[config.mk]
export PLATFORM = sky130hd
export DESIGN_NAME = struct_field_updater
export DESIGN_NICKNAME = d
export VERILOG_FILES = /design/src/rtl/struct_field_updater.sv
export SDC_FILE = /design/constraint.sdc
export NUM_CORES = 1
export LEC_CHECK = 0
export ABC_CLOCK_PERIOD_IN_PS = 8900
export CAP_MARGIN = 20
export CORE_MARGIN = 1.5
export CORE_UTILIZATION = 50
export DETAILED_ROUTE_END_ITERATION = 8
export HOLD_SLACK_MARGIN = 0.05
export PLACE_DENSITY_LB_ADDON = 0.1
export SKIP_CTS_REPAIR_TIMING = 1
export SLEW_MARGIN = 5
export SYNTH_ARGS = -nofsm -noshare
export SYNTH_HDL_FRONTEND = slang
export SYNTH_SLANG_ARGS = --single-unit
[constraint.sdc]
create_clock -name clk -period 8.9 [get_ports clk]
set_clock_uncertainty 0.15 [all_clocks]
set_input_delay 1.78 -clock clk [delete_from_list [all_inputs] [get_ports clk]]
set_output_delay 1.78 -clock clk [all_outputs]
set_load 0.1 [all_outputs]
[src/rtl/struct_field_updater.sv]
// struct_field_updater
//   Holds a two-field record (A = flat int member, B = nested fie_t.ld) and
//   applies field-update commands taken from a small in-order FIFO, one
//   command retired per cycle whenever the FIFO is non-empty.
//
// Ports
//   clk, rst_n         clock (rising edge), async active-low reset
//   req_valid/ready    command handshake; ready = !full
//   req_op             0 WRITE, 1 ADD, 2 COPY, 3 SWAP
//   req_sel            target field: 0 = A, 1 = B
//   req_data           signed 32-bit operand
//   o1, o2             field A / field B registers
//   upd_valid          pulse in the cycle after a command retires
//   upd_count          16-bit wrapping retire counter
//   busy               FIFO non-empty
module struct_field_updater #(
  parameter int                 DEPTH   = 4,
  parameter logic signed [31:0] RESET_A = 32'sd1111,
  parameter logic signed [31:0] RESET_B = 32'sd2222
) (
  input  logic        clk,
  input  logic        rst_n,
  input  logic        req_valid,
  output logic        req_ready,
  input  logic [1:0]  req_op,
  input  logic        req_sel,
  input  logic [31:0] req_data,
  output logic [31:0] o1,
  output logic [31:0] o2,
  output logic        upd_valid,
  output logic [15:0] upd_count,
  output logic        busy
);

  localparam int             AW       = $clog2(DEPTH);
  localparam logic [AW:0]    FULL_CNT = (AW+1)'(DEPTH);

  typedef enum logic [1:0] {
    OP_WRITE = 2'd0,
    OP_ADD   = 2'd1,
    OP_COPY  = 2'd2,
    OP_SWAP  = 2'd3
  } op_e;

  typedef struct packed {
    op_e         op;
    logic        sel;
    logic [31:0] data;
  } cmd_t;

  cmd_t          mem_q [DEPTH];
  logic [AW-1:0] wptr_q, rptr_q;
  logic [AW:0]   cnt_q, cnt_d;
  logic [31:0]   a_q, a_d, b_q, b_d;
  logic          upd_valid_q;
  logic [15:0]   upd_count_q;

  logic full, empty, push, pop;
  cmd_t head;

  assign full      = (cnt_q == FULL_CNT);
  assign empty     = (cnt_q == '0);
  // ready depends on the registered count only, so a same-cycle pop never
  // frees a slot while full
  assign req_ready = !full;
  assign push      = req_valid && !full;
  assign pop       = !empty;
  assign head      = mem_q[rptr_q];

  always_comb begin
    cnt_d = cnt_q;
    case ({push, pop})
      2'b10:   cnt_d = cnt_q + 1'b1;
      2'b01:   cnt_d = cnt_q - 1'b1;
      default: cnt_d = cnt_q;
    endcase
  end

  // Storage carries no reset: emptiness is tracked by the pointers/count.
  always_ff @(posedge clk) begin
    if (push) mem_q[wptr_q] <= cmd_t'{op_e'(req_op), req_sel, req_data};
  end

  always_ff @(posedge clk or negedge rst_n) begin
    if (!rst_n) begin
      wptr_q <= '0;
      rptr_q <= '0;
      cnt_q  <= '0;
    end else begin
      if (push) wptr_q <= wptr_q + 1'b1;
      if (pop)  rptr_q <= rptr_q + 1'b1;
      cnt_q <= cnt_d;
    end
  end

  // Execute head; COPY/SWAP read the pre-edge values so SWAP is atomic.
  always_comb begin
    a_d = a_q;
    b_d = b_q;
    if (pop) begin
      case (head.op)
        OP_WRITE: if (head.sel) b_d = head.data;        else a_d = head.data;
        OP_ADD:   if (head.sel) b_d = b_q + head.data;  else a_d = a_q + head.data;
        OP_COPY:  if (head.sel) b_d = a_q;              else a_d = b_q;
        OP_SWAP:  begin a_d = b_q; b_d = a_q; end
        default:  ;
      endcase
    end
  end

  always_ff @(posedge clk or negedge rst_n) begin
    if (!rst_n) begin
      a_q         <= RESET_A;
      b_q         <= RESET_B;
      upd_valid_q <= 1'b0;
      upd_count_q <= '0;
    end else begin
      a_q         <= a_d;
      b_q         <= b_d;
      upd_valid_q <= pop;
      upd_count_q <= upd_count_q + {15'd0, pop};
    end
  end

  assign o1        = a_q;
  assign o2        = b_q;
  assign upd_valid = upd_valid_q;
  assign upd_count = upd_count_q;
  assign busy      = !empty;

endmodule

==> results of run 1 <==
[flip-flops by register name (all words and copies together), names as in the netlist]
name,cells
mem_q,140
o1,32
o2,32
upd_count,16
cnt_q,3
rptr_q,2
wptr_q,2
upd_valid,1
[area by class of cell]
| type | instances | share of cell area |
|---|---|---|
| clock buffer | 34 | 0.04238 |
| tap | 335 | 0.02654 |
| sequential | 228 | 0.4067 |
| timing repair buffer | 136 | 0.08397 |
| multi-input combinational | 909 | 0.4272 |
| clock inverter | 12 | 0.008239 |
| inverter | 21 | 0.004991 |
[metrics by stage]
step | cells | hold WS (ns) | area, um^2
after floorplan | 1225 | 0.3055 | 13480
after detailed placement | 1629 | 0.3150 | 14990
after CTS | 1675 | 0.3336 | 15790
final | 1675 | 0.3215 | 15790
after global placement | 1628 | 0.3173 | 14980
after global routing | 1675 | 0.3397 | 15790
[final timing paths]
path                       cells after the start                      end                     from
max                                           14       o2[28]$_DFFE_PN0P_    rptr_q[0]$_DFFE_PN0N_
min                                            1  upd_count[15]$_DFF_PN0_  upd_count[15]$_DFF_PN0_
max reg2reg                                   14       o2[28]$_DFFE_PN0P_    rptr_q[0]$_DFFE_PN0N_
min reg2reg                                    1  upd_count[15]$_DFF_PN0_  upd_count[15]$_DFF_PN0_
max in group asynchronous                      2    rptr_q[0]$_DFFE_PN0N_                    rst_n
min in group asynchronous                      1  upd_count[15]$_DFF_PN0_                    rst_n
[routing by layer]
layer  global-route usage  wire length [um]  part of all wire  vias to the layer above
met1               0.3612             16540              0.46                     5069
met5                    0                 0                 0                        -
met4              0.06228               758             0.021                        0
li1                     -                 -                 -                     4891
met2               0.4308             16760              0.46                      315
met3              0.03971              2048             0.057                       53
[logic make-up (layout without fill, tap and decap cells)]
logic type	count (synthesis)	after routing
mux	76	76
compound gates	382	382
simple gates	312	312
flops	228	228
buf+inv	88	203
fa+ha+maj	72	72
xor+xnor	67	67
[worst reg2reg max path, stage by stage, from the launching register on]
cell	delay, ns
dfrtp_2	0.34
buf_4	0.60
mux4_2	0.64
ha_1	0.22
inv_1	0.08
fa_1	0.19
nor2b_1	0.07
o31a_1	0.27
nor3_1	0.53
o211ai_2	0.20
o22ai_1	0.40
o21ai_1	0.24
a211oi_1	0.32
xor2_1	0.18
o221ai_1	0.13
[cell usage in the layout, fill, tap and decap left out, types with 15 or more instances in the layout]
| cell type | n |
|---|---|
| edfxtp_1 | 140 |
| clkdlybuf4s50_1 | 119 |
| nand2_1 | 118 |
| a21oi_1 | 88 |
| nor2_1 | 78 |
| o21ai_0 | 78 |
| dfrtp_1 | 74 |
| ha_1 | 69 |
| xnor2_1 | 43 |
| mux2i_1 | 41 |
| a211oi_1 | 40 |
| mux4_2 | 32 |
| a221oi_1 | 31 |
| nand3_1 | 30 |
| a21o_1 | 30 |
| clkbuf_16 | 25 |
| xor2_1 | 24 |
| inv_1 | 20 |
| nor3_1 | 17 |
| buf_4 | 16 |
| a31oi_1 | 15 |
==> results.json, run 1 <==
{
  "status": "finished, final reports clean",
  "cts_root_buf": "clkbuf_16",
  "yosys.cell_types.count": 77,
  "post-route-min-period_ns": 4.673,
  "drt-initial-drc-count": 781,
  "worst_slack_ns": 4.227,
  "yosys_warnings": 0,
  "nets": 1431,
  "dieArea_um2": 27960,
  "arrival_ns": 4.92,
  "cts_tree": "built",
  "cts_buffer_depth": 3,
  "port_buffers": 120,
  "synthMuxAreaShare": 0.08640,
  "netlist_area_um2": 13480,
  "grt_pass1_wl_mm": 57.39,
  "drt-wirelength-per-cell_um": 21.56,
  "vias_per_cell": 6.166,
  "grt_usage": 0.2600,
  "synthSimpleGateAreaFrac": 0.1066,
  "synth_compound_area_frac": 0.1921,
  "io_pins": 121,
  "critPathSlowestCell": "mux4_2",
  "hp-class": "reg2reg",
  "rsz0062_at_grt": "no",
  "synth_xor_area_frac": 0.04353,
  "tns_ns": 0,
  "dr_total_vias": 10328,
  "finalWirelength_mm": 36.11,
  "ys_top_cells_by_area": "edfxtp_1 31%, dfrtp_1 14%, ha_1 6.4%",
  "critical-path-top-delay-family": "compound AO/OA/AOI/OAI gates",
  "antenna_cells": 0,
  "first_pass_iters": 5,
  "clk_pin_slew_ns": 0.06,
  "clk_latency_ns": 0.55,
  "start_util": 0.5130,
  "final_layout_size_suffix_gt1_frac": 0.1007,
  "max_freq_mhz": 214.0,
  "post-route-drc-count": 0,
  "max_cap_violations": 0,
  "synth_common_cells": "140 x edfxtp_1, 118 x nand2_1, 88 x a21oi_1",
  "grt_max_degree": 83,
  "multi_input_area_um2": 6746,
  "cts_inserted_buffers": 25,
  "ys_seq_elements": 228,
  "setup_viol": 0,
  "maxSlewHeadroom": 0.3252,
  "critical_path_class": "reg2reg",
  "synth_cells": 1225,
  "post-route-util": 0.6010,
  "grt_pass1_vias": 10290,
  "slowest_delay_ns": 0.64,
  "post-synth-top-count-cell": "edfxtp_1",
  "yosys.area.top_type": "edfxtp_1",
  "gp_congestion": 0.9100,
  "cp_max_fo": 42,
  "htree_levels": 1,
  "critical_path_required_ns": 9.15,
  "postRouteAntennaNets": 0,
  "syn_to_final_growth_pct": 17.15,
  "synthAdderAreaFrac": 0.06849,
  "hold_viol_final": 0,
  "rows": 59,
  "drv_slew": 0,
  "synth_nets": 1335,
  "synth-async-reset-ratio": 0.3860,
  "syn_avg_cell_area_um2": 11.01,
  "finalCritPeriodShare": 0.5251,
  "synth_top_area_frac": 0.3118,
  "core_um2": 26280,
  "fillers": 2197,
  "cts.sinks": 228,
  "synth_top_family_by_area": "compound AO/OA/AOI/OAI gates",
  "crit_chain": "buf_4 -> mux4_2 -> ha_1 -> inv_1 -> fa_1 -> nor2b_1 -> o31a_1 -> nor3_1 -> o211ai_2 -> o22ai_1 -> o21ai_1 -> a211oi_1 -> xor2_1 -> o221ai_1",
  "crit_path_start_kind": "register",
  "antenna_found_initial": 0,
  "overflow": 0,
  "die_y_um": 167.2,
  "dp_slack_ns": 4.225,
  "ys_seq_area_frac": 0.4763,
  "dp_hpwl_mm": 24.81,
  "synth_edf_count": 140,
  "end_kind": "register",
  "rrSetupSlack_ns": 4.23,
  "ff_latch_area_um2": 6424,
  "die_w_um": 167.2,
  "crit_buf_inv": 2,
  "tightest_slew_ns": 1.012,
  "synth_flop_cell": "edfxtp_1"
}
Power of run 1 is left out: the tool's default activity adds up to more than one toggle a clock period on the data nets, which glitch-free logic cannot reach.
==> run 2: changes to the inputs <==
ABC_CLOCK_PERIOD_IN_PS = 3800   (was 8900)
clock period = 3.8 ns   (was 8.9 ns; I/O delays follow)
==> run 2 against run 1 <==
Against the previous run: the flow now finishes with violations (negative setup slack); register-to-register slack got worse by 4.3 ns; fmax rose by 21%; sequential cell count is the same; count of clock-buffer cells in the layout shrank 1; die area unchanged; global-route usage rose by 1.6 points.
==> results.json, run 2 (synthesis gave the netlist of run 1 again) <==
{
  "failed_checks": "negative setup slack",
  "cts_tree": "built",
  "clk_pin_slew_ns": 0.06,
  "arrival_ns": 4.13,
  "max_cap_violations": 0,
  "hold_viol_final": 0,
  "grt_usage": 0.2756,
  "cp_max_fo": 6,
  "cts.sinks": 228,
  "gp_congestion": 0.9296,
  "cts_inserted_buffers": 26,
  "core_um2": 26280,
  "crit_path_start_kind": "register",
  "final_cell_mix": "200 x buf_4, 140 x edfxtp_1, 118 x nand2_1",
  "grt_pass1_wl_mm": 60.09,
  "drv_slew": 0,
  "largest-register": "mem_q",
  "drt-wirelength-per-cell_um": 21.14,
  "drt-initial-drc-count": 721,
  "die_y_um": 167.2,
  "fin_hold_ws_ns": 0.1082,
  "io_pins": 121,
  "largest_reg_flops": 140,
  "setup_viol": 4,
  "overflow": 0,
  "worst_slack_ns": -0.05341,
  "slowest_delay_ns": 0.61,
  "finalCritPeriodShare": 1.014,
  "port_buffers": 120,
  "die_w_um": 167.2,
  "crit_chain": "mux4_2 -> ha_4 -> inv_2 -> fa_2 -> and2b_2 -> o2111ai_4 -> a211oi_2 -> o41a_1 -> o31ai_4 -> o21ai_2 -> o41ai_4 -> mux2i_1 -> nand2_1",
  "final_layout_size_suffix_gt1_frac": 0.2540,
  "syn_to_final_growth_pct": 28.28,
  "dieArea_um2": 27960,
  "rows": 59,
  "critical_path_class": "reg2reg",
  "rsz0062_at_grt": "yes",
  "dr_total_vias": 11018,
  "vias_per_cell": 6.031,
  "critPathSlowestCell": "mux4_2",
  "post-route-min-period_ns": 3.853,
  "max_freq_mhz": 259.5,
  "nets": 1582,
  "postRouteAntennaNets": 0,
  "status": "finished with violations",
  "grt_pass1_vias": 10859,
  "tns_ns": -0.09053,
  "maxSlewHeadroom": 0.3443,
  "post-route-drc-count": 0,
  "crit_buf_inv": 1,
  "finalWirelength_mm": 38.62,
  "place_area_um2": 16010,
  "start_util": 0.5130,
  "final_area_um2": 17290,
  "grt_max_degree": 53,
  "hp-class": "in2async",
  "dp_hpwl_mm": 27.87,
  "antenna_cells": 0,
  "cts_buffer_depth": 3,
  "end_kind": "register",
  "dp_slack_ns": -0.1611,
  "clk_latency_ns": 0.54,
  "antenna_found_initial": 0,
  "cts_root_buf": "clkbuf_16",
  "rrSetupSlack_ns": -0.05,
  "htree_levels": 1,
  "tightest_slew_ns": 0.9805,
  "critical_path_required_ns": 4.07,
  "first_pass_iters": 5,
  "critical-path-top-delay-family": "compound AO/OA/AOI/OAI gates",
  "final_common_cell": "buf_4"
}
[run 2: changes by cell type in the layout (fill, tap and decap cells not counted), moves of 5 or more]
cell / delta
a21oi_1: -6
a21oi_2: +6
buf_4: +184
clkbuf_1: -5
clkdlybuf4s50_1: -36
ha_1: -10
ha_4: +8
o21ai_0: -14
o21ai_1: +10
[run 2: per-stage QoR]
stage          utilization  instances
3_3_place_gp        0.6090       1775
6_report            0.6581       1827
4_1_cts             0.6444       1823
2_1_floorplan            -       1225
3_5_place_dp        0.6090       1775
5_1_grt             0.6581       1827
[run 2: path summary, 6_finish.rpt]
check                                     endpoint  depth (start not counted)                    from
setup / recovery                o1[30]$_DFFE_PN0P_                         13   rptr_q[0]$_DFFE_PN0N_
setup reg to reg                o1[30]$_DFFE_PN0P_                         13   rptr_q[0]$_DFFE_PN0N_
min in group clk            upd_count[9]$_DFF_PN0_                          1  upd_count[9]$_DFF_PN0_
max in group asynchronous        o1[0]$_DFFE_PN1P_                          2                   rst_n
hold / removal             upd_count[13]$_DFF_PN0_                          1                   rst_n
hold reg to reg             upd_count[9]$_DFF_PN0_                          1  upd_count[9]$_DFF_PN0_
[run 2: cell type report]
class                      instances  area [um^2]
inverter                          21        78.83
clock inverter                    15        202.7
timing repair buffer             286         2379
tap                              335        419.2
multi-input combinational        909         7063
fill                            2095         8986
sequential                       228         6424
clock buffer                      33        728.2
[run 2: worst register-to-register path, stage by stage, from the launching register on]
cell,delay (ns)
dfrtp_2,0.46
mux4_2,0.61
ha_4,0.20
inv_2,0.05
fa_2,0.18
and2b_2,0.25
o2111ai_4,0.25
a211oi_2,0.10
o41a_1,0.43
o31ai_4,0.41
o21ai_2,0.14
o41ai_4,0.23
mux2i_1,0.23
nand2_1,0.06
[run 2: routing by layer]
metal / vias up / track usage / routed length [um]
met3: 53 / 0.04231 / 2512
li1: 5196 / - / -
met1: 5402 / 0.3914 / 17280
met2: 367 / 0.4481 / 18110
met5: - / 0 / 0
met4: 0 / 0.06385 / 718
Power of run 2 is left out for the same reason.
